`config.mk`:
```
export PLATFORM = sky130hd
export DESIGN_NAME = matmul_c_reader
export DESIGN_NICKNAME = d
export VERILOG_FILES = /design/src/rtl/matmul_c_reader_pkg.sv /design/src/rtl/mm_rd_fifo.sv /design/src/rtl/matmul_c_reader.sv
export SDC_FILE = /design/constraint.sdc
export NUM_CORES = 1
export LEC_CHECK = 0
export CAP_MARGIN = 15
export CELL_PAD_IN_SITES_DETAIL_PLACEMENT = 0
export CELL_PAD_IN_SITES_GLOBAL_PLACEMENT = 1
export CORE_ASPECT_RATIO = 1.1
export CORE_MARGIN = 4
export CORE_UTILIZATION = 50
export CTS_CLUSTER_DIAMETER = 60
export CTS_CLUSTER_SIZE = 24
export DETAILED_ROUTE_END_ITERATION = 10
export DONT_BUFFER_PORTS = 1
export PLACE_DENSITY = 0.79
export SLEW_MARGIN = 10
export SYNTH_ARGS = -nofsm -noshare
export SYNTH_HDL_FRONTEND = slang
export SYNTH_HIERARCHICAL = 1
export SYNTH_SLANG_ARGS = --single-unit
```
`constraint.sdc`:
```
create_clock -name clk -period 4.1 [get_ports clk]
set_input_delay 0.615 -clock clk [delete_from_list [all_inputs] [get_ports clk]]
set_output_delay 0.615 -clock clk [all_outputs]
set_load 0.01 [all_outputs]
```
`src/rtl/matmul_c_reader_pkg.sv`:
```
// Shared definitions for the matrix-C readback path.
// Holds the tile geometry, the BRAM address widths, the controller state encoding
// (shared with the matmul top-level controller) and the row address helper.
package matmul_c_reader_pkg;

    localparam int unsigned DWIDTH            = 8;
    localparam int unsigned MAT_MUL_SIZE      = 4;
    localparam int unsigned AWIDTH            = 10;
    localparam int unsigned ADDR_STRIDE_WIDTH = 8;
    localparam int unsigned LOG2_MAT_MUL_SIZE = $clog2(MAT_MUL_SIZE);
    localparam int unsigned MASK_WIDTH        = MAT_MUL_SIZE;

    // One BRAM word holds one full row of the tile.
    localparam int unsigned ROW_BITS   = MAT_MUL_SIZE * DWIDTH;
    // Buffered beat: {row index, last flag, row data}.
    localparam int unsigned FIFO_WIDTH = ROW_BITS + LOG2_MAT_MUL_SIZE + 1;

    typedef enum logic [1:0] {
        StIdle  = 2'd0,
        StRead  = 2'd1,
        StDrain = 2'd2,
        StDone  = 2'd3
    } mm_state_e;

    // Byte address of a row; wraps modulo 2^AWIDTH by construction.
    function automatic logic [AWIDTH-1:0] row_byte_addr(
        input logic [AWIDTH-1:0]            base,
        input logic [ADDR_STRIDE_WIDTH-1:0] stride,
        input logic [LOG2_MAT_MUL_SIZE-1:0] row
    );
        return base + AWIDTH'(row) * AWIDTH'(stride);
    endfunction

endpackage

```
`src/rtl/mm_rd_fifo.sv`:
```
// Synchronous FIFO buffering read rows between the C BRAM and the output stream.
// Ports:
//   clk, resetn  clock, synchronous active-low reset (flushes pointers and count)
//   push, wdata  write strobe / data; accepted when not full, or when full and popping
//   pop          read strobe; ignored when empty
//   rdata        head entry (registered storage, valid while !empty)
//   full, empty  occupancy flags
//   count        current number of entries
module mm_rd_fifo #(
    parameter int unsigned WIDTH = 8,
    parameter int unsigned DEPTH = 2,
    localparam int unsigned CntW = $clog2(DEPTH + 1),
    localparam int unsigned PtrW = (DEPTH > 1) ? $clog2(DEPTH) : 1
) (
    input  logic             clk,
    input  logic             resetn,
    input  logic             push,
    input  logic [WIDTH-1:0] wdata,
    input  logic             pop,
    output logic [WIDTH-1:0] rdata,
    output logic             full,
    output logic             empty,
    output logic [CntW-1:0]  count
);

    logic [WIDTH-1:0] mem_q [DEPTH];
    logic [PtrW-1:0]  wr_ptr_q;
    logic [PtrW-1:0]  rd_ptr_q;
    logic [CntW-1:0]  count_q;
    logic             do_push;
    logic             do_pop;

    function automatic logic [PtrW-1:0] ptr_inc(input logic [PtrW-1:0] p);
        return (p == PtrW'(DEPTH - 1)) ? '0 : p + PtrW'(1);
    endfunction

    assign full    = (count_q == CntW'(DEPTH));
    assign empty   = (count_q == '0);
    assign count   = count_q;
    assign do_pop  = pop && !empty;
    assign do_push = push && (!full || do_pop);
    assign rdata   = mem_q[rd_ptr_q];

    always_ff @(posedge clk) begin
        if (!resetn) begin
            wr_ptr_q <= '0;
            rd_ptr_q <= '0;
            count_q  <= '0;
        end else begin
            if (do_push) wr_ptr_q <= ptr_inc(wr_ptr_q);
            if (do_pop)  rd_ptr_q <= ptr_inc(rd_ptr_q);
            case ({do_push, do_pop})
                2'b10:   count_q <= count_q + CntW'(1);
                2'b01:   count_q <= count_q - CntW'(1);
                default: count_q <= count_q;
            endcase
        end
    end

    // Storage needs no reset; the pointers define what is valid.
    always_ff @(posedge clk) begin
        if (do_push) mem_q[wr_ptr_q] <= wdata;
    end

endmodule

```
`src/rtl/matmul_c_reader.sv`:
```
// Matrix-C readback: reads the finished tile out of the C BRAM one row per cycle and
// streams enabled rows over a valid/ready interface, ascending row order.
// Ports:
//   clk, resetn             clock, synchronous active-low reset
//   start, clear_done       control handshake (start sampled in IDLE, clear_done in DONE)
//   base_addr, addr_stride  byte address of row 0 and byte distance between rows
//   row_mask, col_mask      rows to emit / columns to keep (others forced to 0)
//   busy, done              READ/DRAIN and DONE indications
//   bram_addr, bram_en      C BRAM read port; bram_rdata valid one cycle after bram_en
//   out_data/row/last/valid stream beat, held stable until out_ready
module matmul_c_reader
    import matmul_c_reader_pkg::*;
#(
    parameter int unsigned FIFO_DEPTH = 2
) (
    input  logic                         clk,
    input  logic                         resetn,
    input  logic                         start,
    input  logic                         clear_done,
    input  logic [AWIDTH-1:0]            base_addr,
    input  logic [ADDR_STRIDE_WIDTH-1:0] addr_stride,
    input  logic [MASK_WIDTH-1:0]        row_mask,
    input  logic [MASK_WIDTH-1:0]        col_mask,
    output logic                         busy,
    output logic                         done,
    output logic [AWIDTH-1:0]            bram_addr,
    output logic                         bram_en,
    input  logic [ROW_BITS-1:0]          bram_rdata,
    output logic [ROW_BITS-1:0]          out_data,
    output logic [LOG2_MAT_MUL_SIZE-1:0] out_row,
    output logic                         out_last,
    output logic                         out_valid,
    input  logic                         out_ready
);

    localparam int unsigned CntW = $clog2(FIFO_DEPTH + 1);

    mm_state_e                     state_q, state_d;
    logic [AWIDTH-1:0]             base_q;
    logic [ADDR_STRIDE_WIDTH-1:0]  stride_q;
    logic [MASK_WIDTH-1:0]         col_mask_q;
    logic [MASK_WIDTH-1:0]         rows_left_q;

    logic                          inflight_q;
    logic [LOG2_MAT_MUL_SIZE-1:0]  inflight_row_q;
    logic                          inflight_last_q;

    logic                          accept;
    logic                          issue;
    logic                          can_issue;
    logic                          drain_done;
    logic [LOG2_MAT_MUL_SIZE-1:0]  issue_row;
    logic [MASK_WIDTH-1:0]         rows_after;
    logic                          issue_last;
    logic [ROW_BITS-1:0]           masked_rdata;

    logic                          fifo_push;
    logic                          fifo_pop;
    logic                          fifo_full;
    logic                          fifo_empty;
    logic [CntW-1:0]               fifo_count;
    logic [FIFO_WIDTH-1:0]         fifo_wdata;
    logic [FIFO_WIDTH-1:0]         fifo_rdata;

    assign accept = (state_q == StIdle) && start;

    // Next row to read is the lowest row still pending.
    always_comb begin
        issue_row = '0;
        for (int i = MASK_WIDTH - 1; i >= 0; i--) begin
            if (rows_left_q[i]) issue_row = LOG2_MAT_MUL_SIZE'(i);
        end
    end

    assign rows_after = rows_left_q & ~(MASK_WIDTH'(1) << issue_row);
    assign issue_last = (rows_after == '0);

    // Free slots = depth - buffered - in flight, plus the slot freed by this cycle's pop.
    assign can_issue = (32'(fifo_count) + 32'(inflight_q)) < (FIFO_DEPTH + 32'(fifo_pop));

    // Empty as of the next cycle, so done follows the last transfer without a bubble.
    assign drain_done = !inflight_q &&
                        (fifo_empty || ((fifo_count == CntW'(1)) && fifo_pop));

    always_comb begin
        state_d = state_q;
        issue   = 1'b0;
        unique case (state_q)
            StIdle: begin
                if (start) state_d = (row_mask == '0) ? StDone : StRead;
            end
            StRead: begin
                if (can_issue) begin
                    issue = 1'b1;
                    if (issue_last) state_d = StDrain;
                end
            end
            StDrain: begin
                if (drain_done) state_d = StDone;
            end
            StDone: begin
                if (clear_done) state_d = StIdle;
            end
            default: state_d = StIdle;
        endcase
    end

    always_ff @(posedge clk) begin
        if (!resetn) begin
            state_q         <= StIdle;
            base_q          <= '0;
            stride_q        <= '0;
            col_mask_q      <= '0;
            rows_left_q     <= '0;
            inflight_q      <= 1'b0;
            inflight_row_q  <= '0;
            inflight_last_q <= 1'b0;
        end else begin
            state_q <= state_d;
            if (accept) begin
                base_q      <= base_addr;
                stride_q    <= addr_stride;
                col_mask_q  <= col_mask;
                rows_left_q <= row_mask;
            end else if (issue) begin
                rows_left_q <= rows_after;
            end
            inflight_q <= issue;
            if (issue) begin
                inflight_row_q  <= issue_row;
                inflight_last_q <= issue_last;
            end
        end
    end

    assign bram_en   = issue;
    assign bram_addr = issue ? row_byte_addr(base_q, stride_q, issue_row) : '0;
    assign busy      = (state_q == StRead) || (state_q == StDrain);
    assign done      = (state_q == StDone);

    always_comb begin
        masked_rdata = '0;
        for (int c = 0; c < MAT_MUL_SIZE; c++) begin
            if (col_mask_q[c]) masked_rdata[c*DWIDTH +: DWIDTH] = bram_rdata[c*DWIDTH +: DWIDTH];
        end
    end

    // Credit keeps the FIFO from overflowing; the full guard is a backstop only.
    assign fifo_wdata = {inflight_row_q, inflight_last_q, masked_rdata};
    assign fifo_push  = inflight_q && (!fifo_full || fifo_pop);
    assign fifo_pop   = out_valid && out_ready;

    mm_rd_fifo #(
        .WIDTH (FIFO_WIDTH),
        .DEPTH (FIFO_DEPTH)
    ) u_fifo (
        .clk    (clk),
        .resetn (resetn),
        .push   (fifo_push),
        .wdata  (fifo_wdata),
        .pop    (fifo_pop),
        .rdata  (fifo_rdata),
        .full   (fifo_full),
        .empty  (fifo_empty),
        .count  (fifo_count)
    );

    // Outputs read zero while nothing is buffered.
    assign out_valid = !fifo_empty;
    assign out_data  = fifo_empty ? '0 : fifo_rdata[ROW_BITS-1:0];
    assign out_last  = !fifo_empty && fifo_rdata[ROW_BITS];
    assign out_row   = fifo_empty ? '0 : fifo_rdata[FIFO_WIDTH-1 -: LOG2_MAT_MUL_SIZE];

endmodule

```
After elaboration in Yosys (flattened, before gate mapping)
Memory sizes are Yosys's and may differ from the RTL's. A register that Yosys moved wholly into a read port is not among the register bits.
Cells that the tools add are included.
Widths: inputs -> output; s select.
Storage, ports and cells
  memories: 1
  memory bits (writable): 70
  word-level logic and storage cells: 87
  flip-flop bits (word level): 36
  input port bits: 63
  output and inout bits: 49
Cells by class
  multipliers: 1
  muxes and demuxes: 29
  $lt $le $gt $ge: 1
  bitwise operators: 2
  add/sub/neg operators: 7
  reductions and logical operators: 22
  equality and inequality tests: 12
  shift-type cells: 1
Memory list
  u_fifo.mem_q: depth 2, bits a word 35, read ports 1, clocked after memory_dff 1, wr ports 1, RTL line mm_rd_fifo.sv:26  | logic [WIDTH-1:0] mem_q [DEPTH];
Operator list (count)
  $mux 32: 1
  $mux 8: 4
  $mux 2: 11
  $add 10x10->10: 1
  $mul 2x8->10: 1
  $mux 10: 1
  $ne 2x2->1 const B: 5
  $eq 2x2->1 const B: 4
  $logic_and 1x1->1: 8
  $logic_not 4->1: 2
  $mux 1: 8
  $mux 4: 2
  $pmux 2 s4: 1
  $eq 2x1->1 const B: 3
  $reduce_and 5->1: 1
  $and 4x4->4: 1
  $logic_not 2->1: 2
  $logic_or 1x1->1: 4
  $not 4->4: 1
  $pmux 2 s2: 1
  $reduce_bool 2->1: 2
  $shl 1x2->4 const A: 1
  $add 2x1->3: 1
  $add 2x1->3 const A: 1
  5 further kinds: 8

Depth between registers and ports, before layout
  word-level depth: 11
  gate-level depth with buffers: 14
  gate-level depth less buffers: 14

Cells and area by module
Netlist, hierarchy kept.
Modules (own cells, without submodules)
  mm_rd_fifo: cells each 139, sequential area each 2202.1 µm², area an instance 2902.8 µm², instances 1
  matmul_c_reader: cells each 336, sequential area each 640.6 µm², area an instance 2478.6 µm², instances 1

Worst setup path after synthesis
No wires, ideal clock.
  path type: reg2out
  start: register rows_left_q[0]
  end: output bram_addr[7]
  setup slack: 0.485 ns
  stages on the path, launching flop included: 14
  arrival time: 3.000 ns
  buffers on the path: 1
  data required time: 3.485 ns
  path through: dfxtp_1 > buf_6 > nor3_1 > nand2_1 > fa_1 > inv_1 > ha_1 > inv_1 > fa_1 > nor2b_1 > o31a_1 > o21a_1 > nor3_1 > nor3_1
On the way
  longest elaborated chain between the ends: 4
RTL lines
  start: declaration: RTL line matmul_c_reader.sv:42  | logic [MASK_WIDTH-1:0] rows_left_q;
  start signal: assignment: RTL line matmul_c_reader.sv:124  | rows_left_q <= row_mask;
  start signal: assignment: RTL line matmul_c_reader.sv:126  | rows_left_q <= rows_after;
  $mux 2: RTL line matmul_c_reader.sv:71  | if (rows_left_q[i]) issue_row = LOG2_MAT_MUL_SIZE'(i);
  $mul 2x8->10: RTL line matmul_c_reader_pkg.sv:31  | return base + AWIDTH'(row) * AWIDTH'(stride);
  $add 10x10->10: RTL line matmul_c_reader_pkg.sv:31
  $mux 10: RTL line matmul_c_reader.sv:137  | assign bram_addr = issue ? row_byte_addr(base_q, stride_q, issue_row) : '0;
  end: declaration: RTL line matmul_c_reader.sv:26  | output logic [AWIDTH-1:0] bram_addr,
Every way passes these cells.

Final worst setup path
Ends and elaborated chain as after synthesis.

==> flow_summary.toml <==
[logic_synthesis]
ys_seq_area_share_pct = 52.82
synth-edff-count = 70
syn_inst = 475
synth.avg_cell_area_um2 = 11.33
synth_area_um2 = 5381
async_flop_share_pct = 0
synthFlopType = "edfxtp_1"
yosys_warnings = 6
ys_seq_elements = 107
netlist-cell-type-count = 48
synth_fp_nets = 563

[cells_and_area]
area_growth_pct = 8.579
mostFrequentLayoutCells = "70 x nand2_1, 70 x edfxtp_1, 38 x nor2b_1"
seq_area_um2 = 2845
nNetsFinal = 564
multi_input_area_um2 = 2330
diodes = 0
final_util_pct = 55.95
nFillCells = 930
stdcell_area_um2 = 5843
drive_above_1_share_pct = 14.35

[timing]
worst_pin_slew_ns = 1.020
timing.final.crit_share_pct = 93.63
setup_slack_ns = 0.2612
slew_headroom_pct = 31.91
finalSetupTns_ns = 0
min_period_ns = 3.839
hold_viol = 0
drv_slew = 0
timing.fmax_mhz = 260.5
finalClockSkew_ns = 0.008409
finalSetupViolCount = 0

[critical_path]
arrival_ns = 3.22
crit_path_cell_trace = "nor3_1 > buf_4 > nand2_1 > fa_1 > inv_1 > ha_1 > inv_1 > fa_1 > nor2b_2 > o31a_1 > o21a_1 > nor3_1 > nor3_1 > buf_4"
r2r_end = "u_fifo/mem_q[1][27]"
regToRegStartpoint = "u_fifo/count[1]"
cp_max_fo = 9
r2r_cells = 7
critical_path.startpoint_type = "register"
crit_top_cell = "nor3_1"
path_class = "reg2out"
worstPathRequired_ns = 3.48
cpPeakStageDelay_ns = 0.44
cp_slowest_cell = "fa_1"
rrSetupSlack_ns = 1.47
endpoint_kind = "output pin"

[floorplanning]
io_pins = 112
die_y_um = 116.8
dieArea_um2 = 12490
start_util_pct = 51.53
rows = 39
die_width_um = 106.9
core_area_um2 = 10440

[grt]
grt_pass1_vias = 3337
track_usage_pct = 17.59
grt-ovfl-total = 0
grt_max_degree = 38
grt_pass1_wl_um = 16840
grt_antenna_before_repair = 0

[drt]
detail-route-antenna-nets = 0
num_vias = 3310
wl_per_cell_um = 16.53
drcViolationCount = 0
drt_iter0_markers = 151
wirelength_um = 10320
vias_per_cell = 5.304
drtPass1Iterations = 4

[clocking]
clk_pin_slew_ns = 0.07
insertion_delay_ns = 0.35
post-cts-setup-buffers = 0
hold_buffers = 0
htree_levels = 3
cts_tree = "yes"
cts_resized = 0
cts.sink_count = 107
clockRootBuffer = "clkbuf_16"
cts.path.max_buffers = 2
numCtsBuffers = 9

[pwr]
powerDensity_nw_per_um2 = 526.5
static-leakage-power_nw = 2.255
clockPowerShare_pct = 28.2
peakVddDrop_uv = 360.2
combPwrFrac_pct = 25.6
internal_power_mw = 2.108
p_sw_share_pct = 31.46
power.switching_mw = 0.9679
p_seq_share_pct = 46.2

[worst_hold_path]
worstHoldStart = "resetn"
hold_depth = 1
min_path_type = "in2reg"
min_to = "u_fifo/rd_ptr_q"

[placed_design]
hpwl_um = 7532
io_buffers = 0
gp_congestion = 0.8011
pre_cts_ws_ns = 0.6208
post_dp_cell_area_um2 = 5538

[run]
drv_cap = 0

[status]
status = "complete, no violations"
stage by stage:
step,hold slack (ns),power [mW],instances
after floorplan,0.4254,2.044,475
after global placement,0.4435,2.221,608
after detailed placement,0.4477,2.250,608
after CTS,0.3772,3.122,624
after global routing,0.3778,3.268,624
final,0.3898,3.076,624
cell families after synthesis:
family	Yosys count	synth area share, %
simple gates	183	17.30
mux	37	9.788
compound gates	66	7.975
flops	107	52.82
buf+inv	52	4.348
xor+xnor	4	0.6511
fa+ha+maj	26	7.114
registers in the layout, summed over array words and instances (netlist names), named ones only:
signal,count
u_fifo/count,2
u_fifo/mem_q,70
state_q,2
u_fifo/wr_ptr_q,1
base_q,10
inflight_row_q,2
u_fifo/rd_ptr_q,1
inflight_q,1
inflight_last_q,1
rows_left_q,4
col_mask_q,4
stride_q,8
worst max-delay path: cells and delay by family (launching register included):
kind / cells / cell delay (ns)
simple gates: 5 / 0.69
compound gates: 2 / 0.34
fa+ha+maj: 3 / 1.00
buf+inv: 4 / 0.46
flops: 1 / 0.37
final cells by class:
type	count	share of cell area [%]
clock inverter	6	1.242
multi-input combinational	316	39.87
sequential	107	48.69
timing repair buffer	8	1.028
tap	143	3.062
inverter	34	2.184
clock buffer	10	3.919
worst max-delay path by stage:
stage                         from      endpoint  cells after the start
floorplan           rows_left_q[0]  bram_addr[7]                     13
global placement    rows_left_q[3]  bram_addr[7]                     15
detailed placement  rows_left_q[2]  bram_addr[7]                     15
CTS                 rows_left_q[2]  bram_addr[7]                     15
global route        rows_left_q[0]  bram_addr[7]                     14
finish              rows_left_q[0]  bram_addr[7]                     14
layer usage:
layer / routed length, um / vias to the layer above / GRT usage (%) / share of wire, %
met1: 4367 / 1591 / 21.48 / 42
met2: 5257 / 82 / 30.86 / 51
li1: - / 1625 / - / -
met3: 559 / 12 / 4.114 / 5.4
met4: 133 / 0 / 6.138 / 1.3
met5: 0 / - / 0 / 0
cells in the mapped netlist (5+ instances only):
| master | number | area (um^2) |
|---|---|---|
| dfxtp_1 | 37 | 740.7 |
| inv_1 | 33 | 123.9 |
| and2_1 | 37 | 231.5 |
| fa_1 | 8 | 160.2 |
| mux2_2 | 5 | 56.30 |
| clkbuf_1 | 12 | 45.04 |
| o21a_1 | 5 | 37.54 |
| nand2_1 | 70 | 262.8 |
| nor3_1 | 5 | 25.02 |
| nor2_1 | 16 | 60.06 |
| buf_6 | 5 | 56.30 |
| mux2_4 | 30 | 450.4 |
| edfxtp_1 | 70 | 2102 |
| nor2b_1 | 39 | 244.0 |
| ha_1 | 17 | 212.7 |
| a21oi_1 | 34 | 170.2 |
power by group through the flow:
stage | clock [mW] | sequential, mW | combinational [mW]
2_1_floorplan | 0 | 1.41 | 0.635
3_3_place_gp | 0 | 1.44 | 0.784
3_5_place_dp | 0 | 1.45 | 0.803
4_1_cts | 0.894 | 1.42 | 0.805
5_1_grt | 0.936 | 1.44 | 0.889
6_report | 0.867 | 1.42 | 0.789
Note: power is estimated with default switching activity, not from simulation.
